<file path="src/rtl/mdu_divider.sv">
// -----------------------------------------------------------------------------
// mdu_divider
//   Iterative radix-2 restoring divider for RV32M DIV/DIVU/REM/REMU.
//   It works on operand magnitudes and fixes the signs on the final edge.
//   Divide-by-zero and signed overflow skip the iteration through a FAST
//   state and finish one edge after accept.
//
//   Optional build macro: MDU_DIV_EARLY_OUT_EN
//     When it is defined, a request whose dividend magnitude is below its
//     divisor magnitude also takes the FAST path. That path returns
//     quotient 0 and remainder = DATA1.
//
// Ports
//   CLK     : clock, rising edge
//   RESET   : synchronous active-high reset
//   START   : request valid, sampled only in IDLE
//   SELECT  : operation code (SEL_DIV / SEL_DIVU / SEL_REM / SEL_REMU)
//   DATA1   : dividend
//   DATA2   : divisor
//   BUSY    : request in flight (state != IDLE)
//   DONE    : one-cycle pulse, RESULT valid
//   RESULT  : quotient or remainder, held until the next DONE
// -----------------------------------------------------------------------------
module mdu_divider #(
  parameter int          WIDTH    = 32,
  parameter logic [4:0]  SEL_DIV  = 5'b01101,
  parameter logic [4:0]  SEL_DIVU = 5'b01110,
  parameter logic [4:0]  SEL_REM  = 5'b01111,
  parameter logic [4:0]  SEL_REMU = 5'b10000
) (
  input  logic             CLK,
  input  logic             RESET,
  input  logic             START,
  input  logic [4:0]       SELECT,
  input  logic [WIDTH-1:0] DATA1,
  input  logic [WIDTH-1:0] DATA2,
  output logic             BUSY,
  output logic             DONE,
  output logic [WIDTH-1:0] RESULT
);

  localparam int CW = $clog2(WIDTH);

  localparam logic [1:0] ST_IDLE = 2'b00;
  localparam logic [1:0] ST_CALC = 2'b01;
  localparam logic [1:0] ST_FAST = 2'b10;

  logic [1:0]       state_q,   state_d;
  logic [CW-1:0]    cnt_q,     cnt_d;
  logic             fin_q,     fin_d;      // all quotient bits produced
  logic [WIDTH-1:0] quo_q,     quo_d;      // dividend shifts out, quotient shifts in
  logic [WIDTH-1:0] rem_q,     rem_d;
  logic [WIDTH-1:0] dvs_q,     dvs_d;      // divisor magnitude
  logic             is_rem_q,  is_rem_d;
  logic             neg_quo_q, neg_quo_d;
  logic             neg_rem_q, neg_rem_d;
  logic [WIDTH-1:0] result_q,  result_d;
  logic             done_q,    done_d;

  // ---------------------------------------------------------------------------
  // Request decode (used only in IDLE)
  // ---------------------------------------------------------------------------
  logic             sel_valid, sel_signed, sel_rem;
  logic [WIDTH-1:0] a_mag, b_mag;
  logic             div_zero, sgn_ovf, take_fast;
  logic [WIDTH-1:0] fast_res;

  always_comb begin
    sel_valid  = (SELECT == SEL_DIV) || (SELECT == SEL_DIVU) ||
                 (SELECT == SEL_REM) || (SELECT == SEL_REMU);
    sel_signed = (SELECT == SEL_DIV) || (SELECT == SEL_REM);
    sel_rem    = (SELECT == SEL_REM) || (SELECT == SEL_REMU);

    // The most negative value maps to itself here. That is still the correct
    // magnitude when it is read as an unsigned number.
    a_mag = (sel_signed && DATA1[WIDTH-1]) ? (~DATA1 + 1'b1) : DATA1;
    b_mag = (sel_signed && DATA2[WIDTH-1]) ? (~DATA2 + 1'b1) : DATA2;

    div_zero = (DATA2 == '0);
    sgn_ovf  = sel_signed && (DATA1 == {1'b1, {(WIDTH-1){1'b0}}}) &&
               (DATA2 == '1);

    // FAST results are final values. No sign correction is applied to them.
    if (div_zero) begin
      fast_res = sel_rem ? DATA1 : '1;
    end else if (sgn_ovf) begin
      fast_res = sel_rem ? '0 : DATA1;
    end else begin
      fast_res = sel_rem ? DATA1 : '0;       // early-out: |a| < |b|
    end

`ifdef MDU_DIV_EARLY_OUT_EN
    take_fast = div_zero || sgn_ovf || (a_mag < b_mag);
`else
    take_fast = div_zero || sgn_ovf;
`endif
  end

  // ---------------------------------------------------------------------------
  // One restoring step: shift the next dividend bit into a (WIDTH+1)-bit
  // partial remainder, then subtract the divisor when the result fits.
  // ---------------------------------------------------------------------------
  logic [WIDTH:0]   part_rem;
  logic             ge;
  logic [WIDTH-1:0] sub;

  always_comb begin
    part_rem = {rem_q, quo_q[WIDTH-1]};
    ge       = (part_rem >= {1'b0, dvs_q});
    // After a successful subtract the remainder is below the divisor, so it
    // fits in WIDTH bits.
    sub      = WIDTH'(part_rem - {1'b0, dvs_q});
  end

  // ---------------------------------------------------------------------------
  // Next-state logic
  // ---------------------------------------------------------------------------
  always_comb begin
    state_d   = state_q;
    cnt_d     = cnt_q;
    fin_d     = fin_q;
    quo_d     = quo_q;
    rem_d     = rem_q;
    dvs_d     = dvs_q;
    is_rem_d  = is_rem_q;
    neg_quo_d = neg_quo_q;
    neg_rem_d = neg_rem_q;
    result_d  = result_q;
    done_d    = 1'b0;

    case (state_q)
      ST_IDLE: begin
        if (START && sel_valid) begin
          is_rem_d  = sel_rem;
          neg_quo_d = sel_signed && (DATA1[WIDTH-1] ^ DATA2[WIDTH-1]);
          neg_rem_d = sel_signed && DATA1[WIDTH-1];
          cnt_d     = '0;
          fin_d     = 1'b0;
          rem_d     = '0;
          dvs_d     = b_mag;
          if (take_fast) begin
            quo_d   = fast_res;
            state_d = ST_FAST;
          end else begin
            quo_d   = a_mag;
            state_d = ST_CALC;
          end
        end
      end

      ST_CALC: begin
        if (fin_q) begin
          // Dedicated edge for sign correction and result load.
          if (is_rem_q) begin
            result_d = neg_rem_q ? (~rem_q + 1'b1) : rem_q;
          end else begin
            result_d = neg_quo_q ? (~quo_q + 1'b1) : quo_q;
          end
          done_d  = 1'b1;
          state_d = ST_IDLE;
        end else begin
          quo_d = {quo_q[WIDTH-2:0], ge};
          rem_d = ge ? sub : part_rem[WIDTH-1:0];
          if (cnt_q == CW'(WIDTH-1)) begin
            fin_d = 1'b1;
          end else begin
            cnt_d = cnt_q + 1'b1;
          end
        end
      end

      ST_FAST: begin
        result_d = quo_q;
        done_d   = 1'b1;
        state_d  = ST_IDLE;
      end

      default: begin
        state_d = ST_IDLE;
      end
    endcase
  end

  // ---------------------------------------------------------------------------
  // State registers
  // ---------------------------------------------------------------------------
  always_ff @(posedge CLK) begin
    if (RESET) begin
      state_q   <= ST_IDLE;
      cnt_q     <= '0;
      fin_q     <= 1'b0;
      quo_q     <= '0;
      rem_q     <= '0;
      dvs_q     <= '0;
      is_rem_q  <= 1'b0;
      neg_quo_q <= 1'b0;
      neg_rem_q <= 1'b0;
      result_q  <= '0;
      done_q    <= 1'b0;
    end else begin
      state_q   <= state_d;
      cnt_q     <= cnt_d;
      fin_q     <= fin_d;
      quo_q     <= quo_d;
      rem_q     <= rem_d;
      dvs_q     <= dvs_d;
      is_rem_q  <= is_rem_d;
      neg_quo_q <= neg_quo_d;
      neg_rem_q <= neg_rem_d;
      result_q  <= result_d;
      done_q    <= done_d;
    end
  end

  assign BUSY   = (state_q != ST_IDLE);
  assign DONE   = done_q;
  assign RESULT = result_q;

endmodule

</file>
<file path="config.mk">
export PLATFORM = sky130hd
export DESIGN_NAME = mdu_divider
export DESIGN_NICKNAME = d
export VERILOG_FILES = /design/src/rtl/mdu_divider.sv
export SDC_FILE = /design/constraint.sdc
export NUM_CORES = 1
export LEC_CHECK = 0
export BUFFER_PORTS_ARGS = -buffer_cell sky130_fd_sc_hd__buf_2
export CAP_MARGIN = 20
export CORE_MARGIN = 2
export CORE_UTILIZATION = 50
export DETAILED_ROUTE_END_ITERATION = 7
export PLACE_DENSITY = 0.72
export SETUP_SLACK_MARGIN = 0.02
export SLEW_MARGIN = 40
export SYNTH_ARGS = -nofsm -noshare
export SYNTH_HDL_FRONTEND = slang
export SYNTH_SLANG_ARGS = --single-unit
</file>
<file path="constraint.sdc">
create_clock -name CLK -period 2.7 [get_ports CLK]
set_input_delay 0 -clock CLK [delete_from_list [all_inputs] [get_ports CLK]]
set_output_delay 0 -clock CLK [all_outputs]
set_load 0.005 [all_outputs]
</file>
==> results.md <==
- Port Buffers: 105
- Critical-path cell list: inv_1, ha_1, and3_1, and3_1, nand4_1, nor3_4, buf_6, o31ai_4, o311ai_2, buf_6, buf_12, o311ai_1
- Slew @ Worst Pin: 835 ps
- Avg WL per Cell: 20.0 µm
- Arrival @ worst endpoint: 2990 ps
- Clock buffer depth: 2
- Num CTS Buffers: 17
- Category of the worst setup path launch point: flop
- Post-synthesis sequential area ratio: 25.2%
- Pins over their slew limit: 0
- Core Region: 21800 µm²
- Post-synth EDFFs: 0
- CP delay by family, top: compound AO/OA/AOI/OAI gates
- ANT nets after route: 0
- CP endpoint kind: flop
- Slowest stage delay, CP: 340 ps
- Final cycle utilization of the critical path: 99.4%
- Detailed Route WL: 41900 µm
- Die X: 153 µm
- Final HPWL DP: 30400 µm
- Worst-Skew Late Latency: 440 ps
- Final Hold Fails: 0
- Synth Flop Type: dfxtp_1
- Synthesized instance count: 1541
- Worst Path Required: 3000 ps
- Cell row count: 54
- Mean area per synthesized cell: 7.22 µm²
- YS warnings: 0
- 1st-pass router iterations: 5
- Slowest cell on the critical path: dfxtp_1
- Final setup violation count: 0
- Share of layout cells above drive strength 1: 26.5%
- Hold WS: 8.33 ps
- Initial antenna violation count: 0
- Pin count of the biggest net entering global routing: 54
- Synthesis-to-layout area growth: 34.2%
- DR vias/cell: 6.33
- Total GRT Usage: 33.9%
- Max Clock Skew: 18.9 ps
- Synth unique cells: 80
- Pwr/cell area: 436 nW/µm²
- FFs w/ async S/R, synth: 0%
- Die ar.: 23500 µm²
- Critical path type: flop to flop
- Worst setup margin: 16.7 ps
- Outcome: finished clean
- RSZ-0062 raised after global routing: yes
- Grt ovf: 0
- I/O pins: 106
- CTS tree: done
- Fmax: 373 MHz
- DP Worst Slack: -141 ps
- Flop and latch count out of synthesis: 140
- # DRC: 0
- CTS H-Tree Depth: 4
- Gpl congestion: 0.998
- # nets final: 1919
- Reg clk slew, reported paths: 60 ps
- Via count: 13300
- Height of the die: 153 µm
- Util after Layout: 68.4%
- Syn Std Cell Area: 11100 µm²
- Fin crit period: 2680 ps
- Fin Setup TNS: 0 ps
- Crit-path max FO: 6
- Syn nets: 1656
- Bufs and invs on worst path: 4
- Starting DRT DRC Count: 1606
- Max_cap viols: 0
- Inserted Diodes: 0
- Slew headroom: 44.1%
- Cell Area, Placed: 13300 µm²
- Hold Path Class: input pin to flop
- Initial core utilization: 51.0%
- VDD IR max: 0.440 mV
- Design area: 14900 µm²
- Number of global-route vias before repair: 12200
- Clock Sink Count: 140
- Lkg Pwr: 6.25 nW
- Clk root buf: clkbuf_16
- Global-route wire length before repair: 64700 µm
[kinds of logic after synthesis]
group,Yosys count,synth area share [%]
AND/OR/NAND/NOR,598,26.7
adder cells (fa/ha/maj),43,4.91
flip-flops,140,25.2
multiplexers,6,0.563
AO/OA/AOI/OAI,488,29.1
buffers and inverters,176,6.41
XOR/XNOR,90,7.09
[cell type report]
type,instances,area [µm²]
Tap cell,280,350
Timing Repair Buffer,348,2660
Inverter,72,270
Clock inverter,14,156
Sequential cell,140,2810
Multi-Input combinational cell,1225,8230
Clock buffer,18,439
Fill cell,1845,6900
[cells in the mapped netlist (8+ instances only)]
master      n  share of area (%)
xor2_1     40                3.2
inv_1      71                2.4
a311o_1     9               0.81
a21o_1     16                1.1
a221o_1    13                1.2
o211ai_1    8               0.54
o41ai_1    16                1.3
a21oi_1   147                6.6
a211oi_1   47                3.2
o31ai_1    21                1.4
nand2b_1   18                1.0
o21ai_0    70                3.2
o22ai_1     8               0.45
a32oi_1    15                1.2
or4_1      20                1.4
xnor2_1    50                3.9
nor2b_1    21                1.2
nor4_1     12               0.68
nor2_1    152                5.1
nor3_1     49                2.2
a311oi_1    9               0.71
a31oi_1    20                1.1
nand2_1   154                5.2
clkbuf_1   91                3.1
o21ai_1    23                1.0
or3_1      21                1.2
ha_1       42                4.7
and3_1      9               0.51
nand3_1    68                3.1
dfxtp_1   140                 25
nand3b_1   10               0.68
nand4_1    23                1.3
[where the power goes]
part / internal [mW] / leakage [nW] / switching [mW]
Combinational: 0.884 / 4.82 / 1.04
Sequential: 2.11 / 1.13 / 0.0399
Clock: 1.41 / 0.293 / 1.02
Total: 4.40 / 6.25 / 2.11
[what timing repair did]
item                                   4_1_cts  5_1_grt
setup buffers                                1        7
pin swaps                                   10       40
setup endpoints to repair                   29       78
hold buffers                                26        0
cloned                                       1        6
resized for setup                           42       87
endpoints found under the hold margin       42        0
[path summary, 6_finish.rpt]
| kind | startpoint | endpoint | slack [ps] | cells past startpoint |
|---|---|---|---|---|
| max reg2reg | dvs_q[23] | rem_q[2] | 20 | 12 |
| min | DATA1[4] | quo_q[4] | 8 | 4 |
| max | dvs_q[23] | rem_q[2] | 20 | 12 |
| min reg2reg | RESULT[17] | RESULT[17] | 450 | 2 |
[cells in the final DEF, fill, tap and decap left out, types with 8 or more instances in the layout]
cell,synthesis,final
buf_4,3,197
nand2_1,154,153
nor2_1,152,147
a21oi_1,147,141
dfxtp_1,140,133
buf_2,3,103
nand3_1,68,65
inv_1,71,61
o21ai_0,70,55
xnor2_1,50,50
nor3_1,49,46
a211oi_1,47,45
xor2_1,40,40
o21ai_1,23,35
dlygate4sd3_1,0,26
nand4_1,23,23
ha_1,42,23
clkbuf_16,0,23
nor2b_1,21,20
or3_1,21,19
o31ai_1,21,19
nand2b_1,18,18
a31oi_1,20,17
or4_1,20,16
a21o_1,16,16
ha_4,0,16
a221o_1,13,13
o41ai_1,16,13
inv_2,0,10
nand3b_1,10,10
and3_1,9,9
nor4_1,12,9
a311o_1,9,9
o211ai_1,8,8
a311oi_1,9,8
a32oi_2,0,8
o22ai_1,8,8
buf_6,5,8
[worst register-to-register path, stage by stage, from the launching register on]
cell and delay [ps]:
dfxtp_1 340, inv_1 70, ha_1 290, and3_1 200
and3_1 220, nand4_1 180, nor3_4 70, buf_6 120
o31ai_4 260, o311ai_2 160, buf_6 170, buf_12 140
o311ai_1 320
[stage by stage]
stage | power, mW | cells
after detailed placement | 3.73 | 2026
after CTS | 6.28 | 2086
after floorplan | 3.05 | 1541
after global placement | 3.71 | 2026
after global routing | 6.74 | 2097
final | 6.51 | 2097
[per-layer routing]
metal	track usage, %	wire length, µm
met1	46.5	17800
met2	55.1	19300
met3	5.81	3780
met4	9.44	1020
met5	0	0
[sequential cells by signal (all words and copies together) (netlist names), 2 cells and up]
| register | flops |
|---|---|
| RESULT | 32 |
| cnt_q | 5 |
| dvs_q | 32 |
| quo_q | 32 |
| rem_q | 32 |
| state_q | 2 |
Power figures use the tool's default switching activity.
